### config.mk
export PLATFORM = sky130hd
export DESIGN_NAME = control_unit
export DESIGN_NICKNAME = d
export VERILOG_FILES = /design/src/rtl/control_unit.sv
export SDC_FILE = /design/constraint.sdc
export NUM_CORES = 1
export LEC_CHECK = 0
export CAP_MARGIN = 20
export CORE_MARGIN = 2
export CORE_UTILIZATION = 41
export DETAILED_ROUTE_END_ITERATION = 10
export HOLD_SLACK_MARGIN = 0.03
export PLACE_DENSITY = 0.73
export REMOVE_ABC_BUFFERS = 1
export SYNTH_ARGS = -nofsm -noshare
export SYNTH_HDL_FRONTEND = slang
export SYNTH_SLANG_ARGS = --single-unit
### constraint.sdc
create_clock -name clk -period 1.9 [get_ports clk]
set_input_delay 0.38 -clock clk [delete_from_list [all_inputs] [get_ports clk]]
set_output_delay 0.38 -clock clk [all_outputs]
set_load 0.01 [all_outputs]
### src/rtl/control_unit.sv
// control_unit
//   Multicycle Moore controller for a small MIPS-style datapath.
//   Steps through FETCH / DECODE / execute states and drives the datapath
//   mux selects, ALU opcode and write strobes from the current state.
//
// Ports
//   clk          processor clock, all state changes on its rising edge
//   clr          synchronous active-high clear; also forces every output low
//   opcode       instruction bits 31:26 (live from the instruction register)
//   funct        instruction bits 5:0   (live from the instruction register)
//   F_zero       ALU zero flag
//   F_overflow   ALU overflow flag
//   write        register-file write strobe
//   pc_inc       PC increment
//   pc_ld        PC load
//   ir_ld        instruction register load
//   dmu_wen      data memory write enable
//   mux_a/mux_b  datapath selects, unused by this instruction set (held low)
//   mux_im_1     immediate path select for lui
//   mux_data     data-bus source: 00 PC, 01 memory, 10 ALU
//   mux_im_2     ALU B source: 00 reg B, 01 LZE immediate, 10 all-ones
//   alu_op       ALU operation
//   state        current state encoding (debug)
//   halt         high while trapped
//
// state  | meaning
// FETCH  | read instruction into IR, increment PC
// DECODE | latch opcode/funct, pick the execute path
// EXEC   | ALU operation for R-type / immediate instructions
// ADDR   | effective address for lw / sw
// MEM_RD | load data from memory into the register file
// MEM_WR | store register data to memory
// WB     | write ALU result to the register file
// BRANCH | beq compare, load PC when equal
// JUMP   | load PC with jump target
// TRAP   | illegal instruction or overflow, held until clr

module control_unit (
  input  logic       clk,
  input  logic       clr,
  input  logic [5:0] opcode,
  input  logic [5:0] funct,
  input  logic       F_zero,
  input  logic       F_overflow,
  output logic       write,
  output logic       pc_inc,
  output logic       pc_ld,
  output logic       ir_ld,
  output logic       dmu_wen,
  output logic       mux_a,
  output logic       mux_b,
  output logic       mux_im_1,
  output logic [1:0] mux_data,
  output logic [1:0] mux_im_2,
  output logic [2:0] alu_op,
  output logic [3:0] state,
  output logic       halt
);

  typedef enum logic [3:0] {
    S_FETCH  = 4'd0,
    S_DECODE = 4'd1,
    S_EXEC   = 4'd2,
    S_ADDR   = 4'd3,
    S_MEM_RD = 4'd4,
    S_MEM_WR = 4'd5,
    S_WB     = 4'd6,
    S_BRANCH = 4'd7,
    S_JUMP   = 4'd8,
    S_TRAP   = 4'd15
  } state_e;

  localparam logic [5:0] OP_RTYPE = 6'h00;
  localparam logic [5:0] OP_ADDI  = 6'h08;
  localparam logic [5:0] OP_ANDI  = 6'h0C;
  localparam logic [5:0] OP_ORI   = 6'h0D;
  localparam logic [5:0] OP_LUI   = 6'h0F;
  localparam logic [5:0] OP_LW    = 6'h23;
  localparam logic [5:0] OP_SW    = 6'h2B;
  localparam logic [5:0] OP_BEQ   = 6'h04;
  localparam logic [5:0] OP_J     = 6'h02;

  localparam logic [5:0] FN_ADD = 6'h20;
  localparam logic [5:0] FN_SUB = 6'h22;
  localparam logic [5:0] FN_AND = 6'h24;
  localparam logic [5:0] FN_OR  = 6'h25;
  localparam logic [5:0] FN_SLT = 6'h2A;

  localparam logic [2:0] ALU_AND = 3'b000;
  localparam logic [2:0] ALU_OR  = 3'b001;
  localparam logic [2:0] ALU_ADD = 3'b010;
  localparam logic [2:0] ALU_SUB = 3'b110;
  localparam logic [2:0] ALU_SLT = 3'b111;

  state_e     state_q, state_d;
  logic [5:0] op_q;
  logic [5:0] fn_q;

  // ALU setup for the EXEC/WB path, derived only from the latched instruction
  logic [2:0] ex_alu_op;
  logic       ex_im_1;
  logic [1:0] ex_im_2;
  logic       ex_legal;
  logic       ex_ovf_chk;

  always_ff @(posedge clk) begin
    if (clr) begin
      state_q <= S_FETCH;
      op_q    <= '0;
      fn_q    <= '0;
    end else begin
      state_q <= state_d;
      if (state_q == S_DECODE) begin
        op_q <= opcode;
        fn_q <= funct;
      end
    end
  end

  always_comb begin
    ex_alu_op  = ALU_AND;
    ex_im_1    = 1'b0;
    ex_im_2    = 2'b00;
    ex_legal   = 1'b0;
    ex_ovf_chk = 1'b0;
    case (op_q)
      OP_RTYPE: begin
        ex_legal = 1'b1;
        case (fn_q)
          FN_ADD: begin ex_alu_op = ALU_ADD; ex_ovf_chk = 1'b1; end
          FN_SUB: begin ex_alu_op = ALU_SUB; ex_ovf_chk = 1'b1; end
          FN_AND: ex_alu_op = ALU_AND;
          FN_OR:  ex_alu_op = ALU_OR;
          FN_SLT: ex_alu_op = ALU_SLT;
          default: ex_legal = 1'b0;
        endcase
      end
      OP_ADDI: begin
        ex_legal   = 1'b1;
        ex_alu_op  = ALU_ADD;
        ex_im_2    = 2'b01;
        ex_ovf_chk = 1'b1;
      end
      OP_ANDI: begin
        ex_legal  = 1'b1;
        ex_alu_op = ALU_AND;
        ex_im_2   = 2'b01;
      end
      OP_ORI: begin
        ex_legal  = 1'b1;
        ex_alu_op = ALU_OR;
        ex_im_2   = 2'b01;
      end
      OP_LUI: begin
        // all-ones AND the shifted immediate passes the upper half through
        ex_legal  = 1'b1;
        ex_alu_op = ALU_AND;
        ex_im_1   = 1'b1;
        ex_im_2   = 2'b10;
      end
      default: ex_legal = 1'b0;
    endcase
  end

  always_comb begin
    state_d = state_q;
    case (state_q)
      S_FETCH:  state_d = S_DECODE;
      S_DECODE: begin
        case (opcode)
          OP_RTYPE, OP_ADDI, OP_ANDI, OP_ORI, OP_LUI: state_d = S_EXEC;
          OP_LW, OP_SW: state_d = S_ADDR;
          OP_BEQ:       state_d = S_BRANCH;
          OP_J:         state_d = S_JUMP;
          default:      state_d = S_TRAP;
        endcase
      end
      S_EXEC: begin
        if (!ex_legal || (ex_ovf_chk && F_overflow)) state_d = S_TRAP;
        else                                          state_d = S_WB;
      end
      S_ADDR:   state_d = (op_q == OP_LW) ? S_MEM_RD : S_MEM_WR;
      S_MEM_RD, S_MEM_WR, S_WB, S_BRANCH, S_JUMP: state_d = S_FETCH;
      S_TRAP:   state_d = S_TRAP;
      default:  state_d = S_TRAP;
    endcase
  end

  always_comb begin
    write    = 1'b0;
    pc_inc   = 1'b0;
    pc_ld    = 1'b0;
    ir_ld    = 1'b0;
    dmu_wen  = 1'b0;
    mux_a    = 1'b0;
    mux_b    = 1'b0;
    mux_im_1 = 1'b0;
    mux_data = 2'b00;
    mux_im_2 = 2'b00;
    alu_op   = 3'b000;
    halt     = 1'b0;
    state    = state_q;
    case (state_q)
      S_FETCH: begin
        mux_data = 2'b01;
        ir_ld    = 1'b1;
        pc_inc   = 1'b1;
      end
      S_EXEC: begin
        mux_im_1 = ex_im_1;
        mux_im_2 = ex_im_2;
        alu_op   = ex_alu_op;
      end
      S_WB: begin
        // ALU is combinational: keep its setup so the result stays valid while written
        mux_data = 2'b10;
        write    = 1'b1;
        mux_im_1 = ex_im_1;
        mux_im_2 = ex_im_2;
        alu_op   = ex_alu_op;
      end
      S_ADDR: begin
        alu_op   = ALU_ADD;
        mux_im_2 = 2'b01;
      end
      S_MEM_RD: begin
        mux_data = 2'b01;
        write    = 1'b1;
      end
      S_MEM_WR: dmu_wen = 1'b1;
      S_BRANCH: begin
        alu_op = ALU_SUB;
        pc_ld  = F_zero;
      end
      S_JUMP:  pc_ld = 1'b1;
      S_TRAP:  halt  = 1'b1;
      default: ;
    endcase
    if (clr) begin
      write    = 1'b0;
      pc_inc   = 1'b0;
      pc_ld    = 1'b0;
      ir_ld    = 1'b0;
      dmu_wen  = 1'b0;
      mux_a    = 1'b0;
      mux_b    = 1'b0;
      mux_im_1 = 1'b0;
      mux_data = 2'b00;
      mux_im_2 = 2'b00;
      alu_op   = 3'b000;
      halt     = 1'b0;
      state    = 4'd0;
    end
  end

endmodule

# After elaboration in Yosys (flattened, before gate mapping)
# Index checks and enable logic that the tools add are counted.
[classes]
reduce_logical = 16
n_mux = 31
eq_ne = 27
[op_table]
columns = ["operator", "n"]
rows = [
  ["$eq 6x4->1 const B", 8],
  ["$eq 6x6->1 const B", 8],
  ["$pmux 4 s5", 1],
  ["$pmux 3 s3", 2],
  ["$eq 4x3->1 const B", 4],
  ["$pmux 4 s4", 1],
  ["$mux 1", 15],
  ["$reduce_or 5->1", 3],
  ["$logic_not 6->1", 2],
  ["$pmux 2 s2", 3],
  ["$pmux 3 s4", 1],
  ["$reduce_or 2->1", 5],
  ["$eq 4x2->1 const B", 2],
  ["$eq 4x4->1 const B", 2],
  ["$mux 4", 2],
  ["$eq 6x2->1 const B", 1],
  ["$eq 6x3->1 const B", 1],
  ["$pmux 1 s2", 3],
  ["$eq 4x1->1 const B", 1],
  ["$logic_not 4->1", 1],
  ["$mux 2", 2],
  ["$reduce_or 4->1", 1],
  ["$mux 3", 1],
  ["$reduce_or 3->1", 1],
  ["other kinds (3)", 3],
]
[word_totals]
in_bits = 16
output_inout_bits = 20
ff_bits = 16
wordCells = 77

# Logic depth before layout (Yosys ltp)
[logic_depth]
ltp_word = 8
depth_mapped = 5
depth_no_buf = 4

# Worst setup path after synthesis
# Ideal clock, no wire load.
[synth_timing]
path_kind = "register -> output"
from = "register op_q[5]"
to = "output alu_op[0]"
path_buffers = 0
path_stages_with_launch = 5
setup_slack_ns = -0.256
arrival_ns = 1.776
cell_sequence = "dfxtp_1 -> or3b_4 -> or3_1 -> or4_1 -> a211oi_2"
[synth_via]
elab_chain_cells = 4
elab_cells_between_ends = 6
classes_between = "eq/ne: 2; mux: 3; reduce/logical: 1"
[synth_rtl]
columns = ["element", "line", "source"]
rows = [
  ["from (decl)", "96", "logic [5:0] op_q;"],
  ["from (signal assigned)", "114", "op_q <= opcode;"],
  ["$eq 6x4->1 or $logic_not 6->1 (tied branches)", "126", "case (op_q)"],
  ["$pmux 3 s3 (*)", "126", ""],
  ["$pmux 3 s3 (*)", "203", "case (state_q)"],
  ["$mux 3 (*)", "239", "if (clr) begin"],
  ["to (decl)", "55", "output logic [2:0] alu_op,"],
]
# Mark *: on every way between the ends. The rest lies on a longest branch, timed or not.

# Final worst setup path
# Same ends and word-level chain as after synthesis.

==> results.ini <==
[outcome]
outcome = complete, but fails checks
failed_checks = negative setup slack

[power_and_ir_drop]
clkPwrFrac_pct = 10.8
leakagePower_nw = 0.745
p_per_area_nw_per_um2 = 1170
vdd_drop_max_v = 0.000796
power_mw = 2.05
power_frac_comb_pct = 62.6
intPower_mw = 1.19
switching_share_pct = 41.8
p_seq_share_pct = 26.6
p_sw_mw = 0.855

[routing]
drt_iter0_drc = 52
antenna_left = 0
viasPerCell = 5.54
routed-via-count = 1351
drt_wl_total_um = 3530
first_pass_iters = 4
drc = 0
wire_per_inst_um = 14.5

[die]
die_w_um = 55.7
dieArea_um2 = 3110
io_pins = 36
std_cell_rows = 18
fp.dieH_um = 55.7
core_area_um2 = 2500
initial_core_util_pct = 43.9

[final_layout]
fin_nets = 231
drive_gt1_share_pct = 33.2
n_fill_cell = 199
syn_to_final_growth_pct = 58.8
antenna_cells = 0
fin_util_pct = 69.7

[timing]
finalCriticalPeriod_ns = 2.56
setup_viol = 5
worst_clock_skew_ns = 0.00168
slew_viol_final = 0
layout_setup_ws_ns = -0.655
fmax_ghz = 0.391
rsz0062_at_grt = true
period_share_pct = 134
hold_viol = 0

[logic_synthesis]
avgSynthCellArea_um2 = 6.99
netlist_instances = 157
netlist-cell-type-count = 41
syn_area_um2 = 1100
yosysTopAreaCell = dfxtp_1
synth_seq_cells = 16
ys_warn_count = 0
seq_area_frac_synth_pct = 29.2
synth_most_common_cell = nand2_1
ys_async_sr_fraction_pct = 0
netlist_top_cells_count = nand2_1 (30), a21oi_1 (16), dfxtp_1 (16), nor2_1 (11)
synthTopCellsByArea = dfxtp_1 (29%), nand2_1 (10%), a21oi_1 (7.3%)
ys.flop_type = dfxtp_1
synth_edf_count = 0
synth_top_cell_area_share_pct = 29.2

[critical_path]
start_kind = flop
required_ns = 1.52
worstSetupEndpointType = output port
cp_num_buf_inv = 1
crit_path_max_fanout = 2
path_class = flop to output port
r2r_cells = 6
path_cells = or3b_4, or3_1, or4_4, a211oi_2, buf_2
crit_family = simple AND/OR/NAND/NOR gates
arrival_ns = 2.18
r2r_end = state_q[0]
cpPeakStageDelay_ns = 0.49
reg2reg_from = state_q[3]
slowest_stage = or4_4
rrSetupSlack_ns = 0.11

[min_path]
hold_end = fn_q[0]
min_path_type = flop to flop
holdCritStartpoint = fn_q[0]
whs_path_depth = 2

[cts]
cts_buffers = 3
insertion_delay_ns = 0.28
htreeDepth = 1
tritoncts = built
numClockSinks = 16
hold_buffers = 0
clockBufferDepth = 2
clk_pin_slew_ns = 0.09
cts_root_buffer = clkbuf_4

[global_route]
grt_max_degree = 23
grt_pass1_vias = 1336
grt_antenna_before_repair = 0
grt_usage_pct = 23.0
grt_pass1_wl_um = 5860
gr-total-overflow = 0

[flow_run]
maxCapViolCount = 0

[placement]
port_buffers = 33
dp_hpwl_um = 2530
place.gp.congestion = 0.863

[layout make-up]
type | count | area, um^2 | share of cell area, %
well taps | 30 | 37.5 | 2.15
multi-input cells | 126 | 783 | 44.9
inverters | 3 | 11.3 | 0.646
flip-flops and latches | 16 | 332 | 19.0
clock buffers | 4 | 36.3 | 2.08
repair buffers | 65 | 543 | 31.2
[worst reg2reg max path, cell delays in order, from the launching register on]
cell and delay, ns:
dfxtp_2 0.34, buf_6 0.14, nand2b_1 0.16, buf_4 0.16
or3_1 0.31, o41ai_1 0.42, o211ai_1 0.12
[sequential cells by signal, summed over array words and instances (netlist names)]
register  flops
op_q          6
state_q       4
fn_q          6
[layout by cell type, fill, tap and decap left out, drive strengths merged, types with 4 or more instances in the layout]
cell type / count
nor2: 11
clkdlybuf4s50: 14
and2: 4
o21ai: 4
nor2b: 9
buf: 40
dfxtp: 16
nor3: 9
nand2b: 4
a21oi: 16
clkbuf: 5
dlygate4sd2: 8
nand2: 30
[stage by stage]
| step | setup TNS, ns | instance area [um^2] | hold WS, ns | std cells | worst slack (ns) |
|---|---|---|---|---|---|
| 6_report | -1.13 | 1740 | 0.530 | 244 | -0.655 |
| 5_1_grt | -1.53 | 1740 | 0.563 | 244 | -0.739 |
| 4_1_cts | -1.16 | 1690 | 0.526 | 243 | -0.670 |
| 3_5_place_dp | -9.58 | 1620 | 0.508 | 236 | -0.814 |
| 3_3_place_gp | -8.94 | 1620 | 0.484 | 236 | -0.733 |
| 2_1_floorplan | -0.256 | 1040 | 0.434 | 145 | -0.256 |
[cells by family (layout without fill, tap and decap cells)]
| family | Yosys count | in the layout | share of synthesized area [%] |
|---|---|---|---|
| AOI/OAI and AO/OA | 37 | 37 | 22.6 |
| buffers and inverters | 16 | 72 | 6.50 |
| DFF | 16 | 16 | 29.2 |
| other | 1 | 2 | 0.342 |
| and+or+nand+nor | 87 | 87 | 41.4 |
[routing by layer]
layer / wire length (um) / GRT usage [%] / share of wire, % / up-vias
met2: 1720 / 38.9 / 49 / 44
li1: - / - / - / 677
met4: 72 / 11.1 / 2.0 / 0
met3: 164 / 3.26 / 4.7 / 8
met5: 0 / 0 / 0 / -
met1: 1570 / 28.5 / 45 / 622
[power groups by stage]
stage          clock network, mW  registers, mW  logic (mW)
2_1_floorplan                  0          0.583       0.506
3_3_place_gp                   0          0.504        1.14
3_5_place_dp                   0          0.512        1.17
4_1_cts                    0.228          0.518        1.22
5_1_grt                    0.245          0.551        1.40
6_report                   0.222          0.544        1.28
[timing repair]
action,4_1_cts,5_1_grt
setup buffers,3,1
resized for setup,58,19
pin swaps,4,6
endpoints found under the setup margin,18,11
[worst max-delay path by stage]
stage	from	endpoint	slack, ns	cells past startpoint
global placement	op_q[5]	alu_op[0]	-0.73	5
detailed placement	fn_q[5]	alu_op[0]	-0.81	5
CTS	op_q[5]	alu_op[0]	-0.67	5
global route	fn_q[5]	alu_op[0]	-0.74	5
finish	op_q[5]	alu_op[0]	-0.66	5
floorplan	op_q[5]	alu_op[0]	-0.26	4
Power figures use the tool's default switching activity.
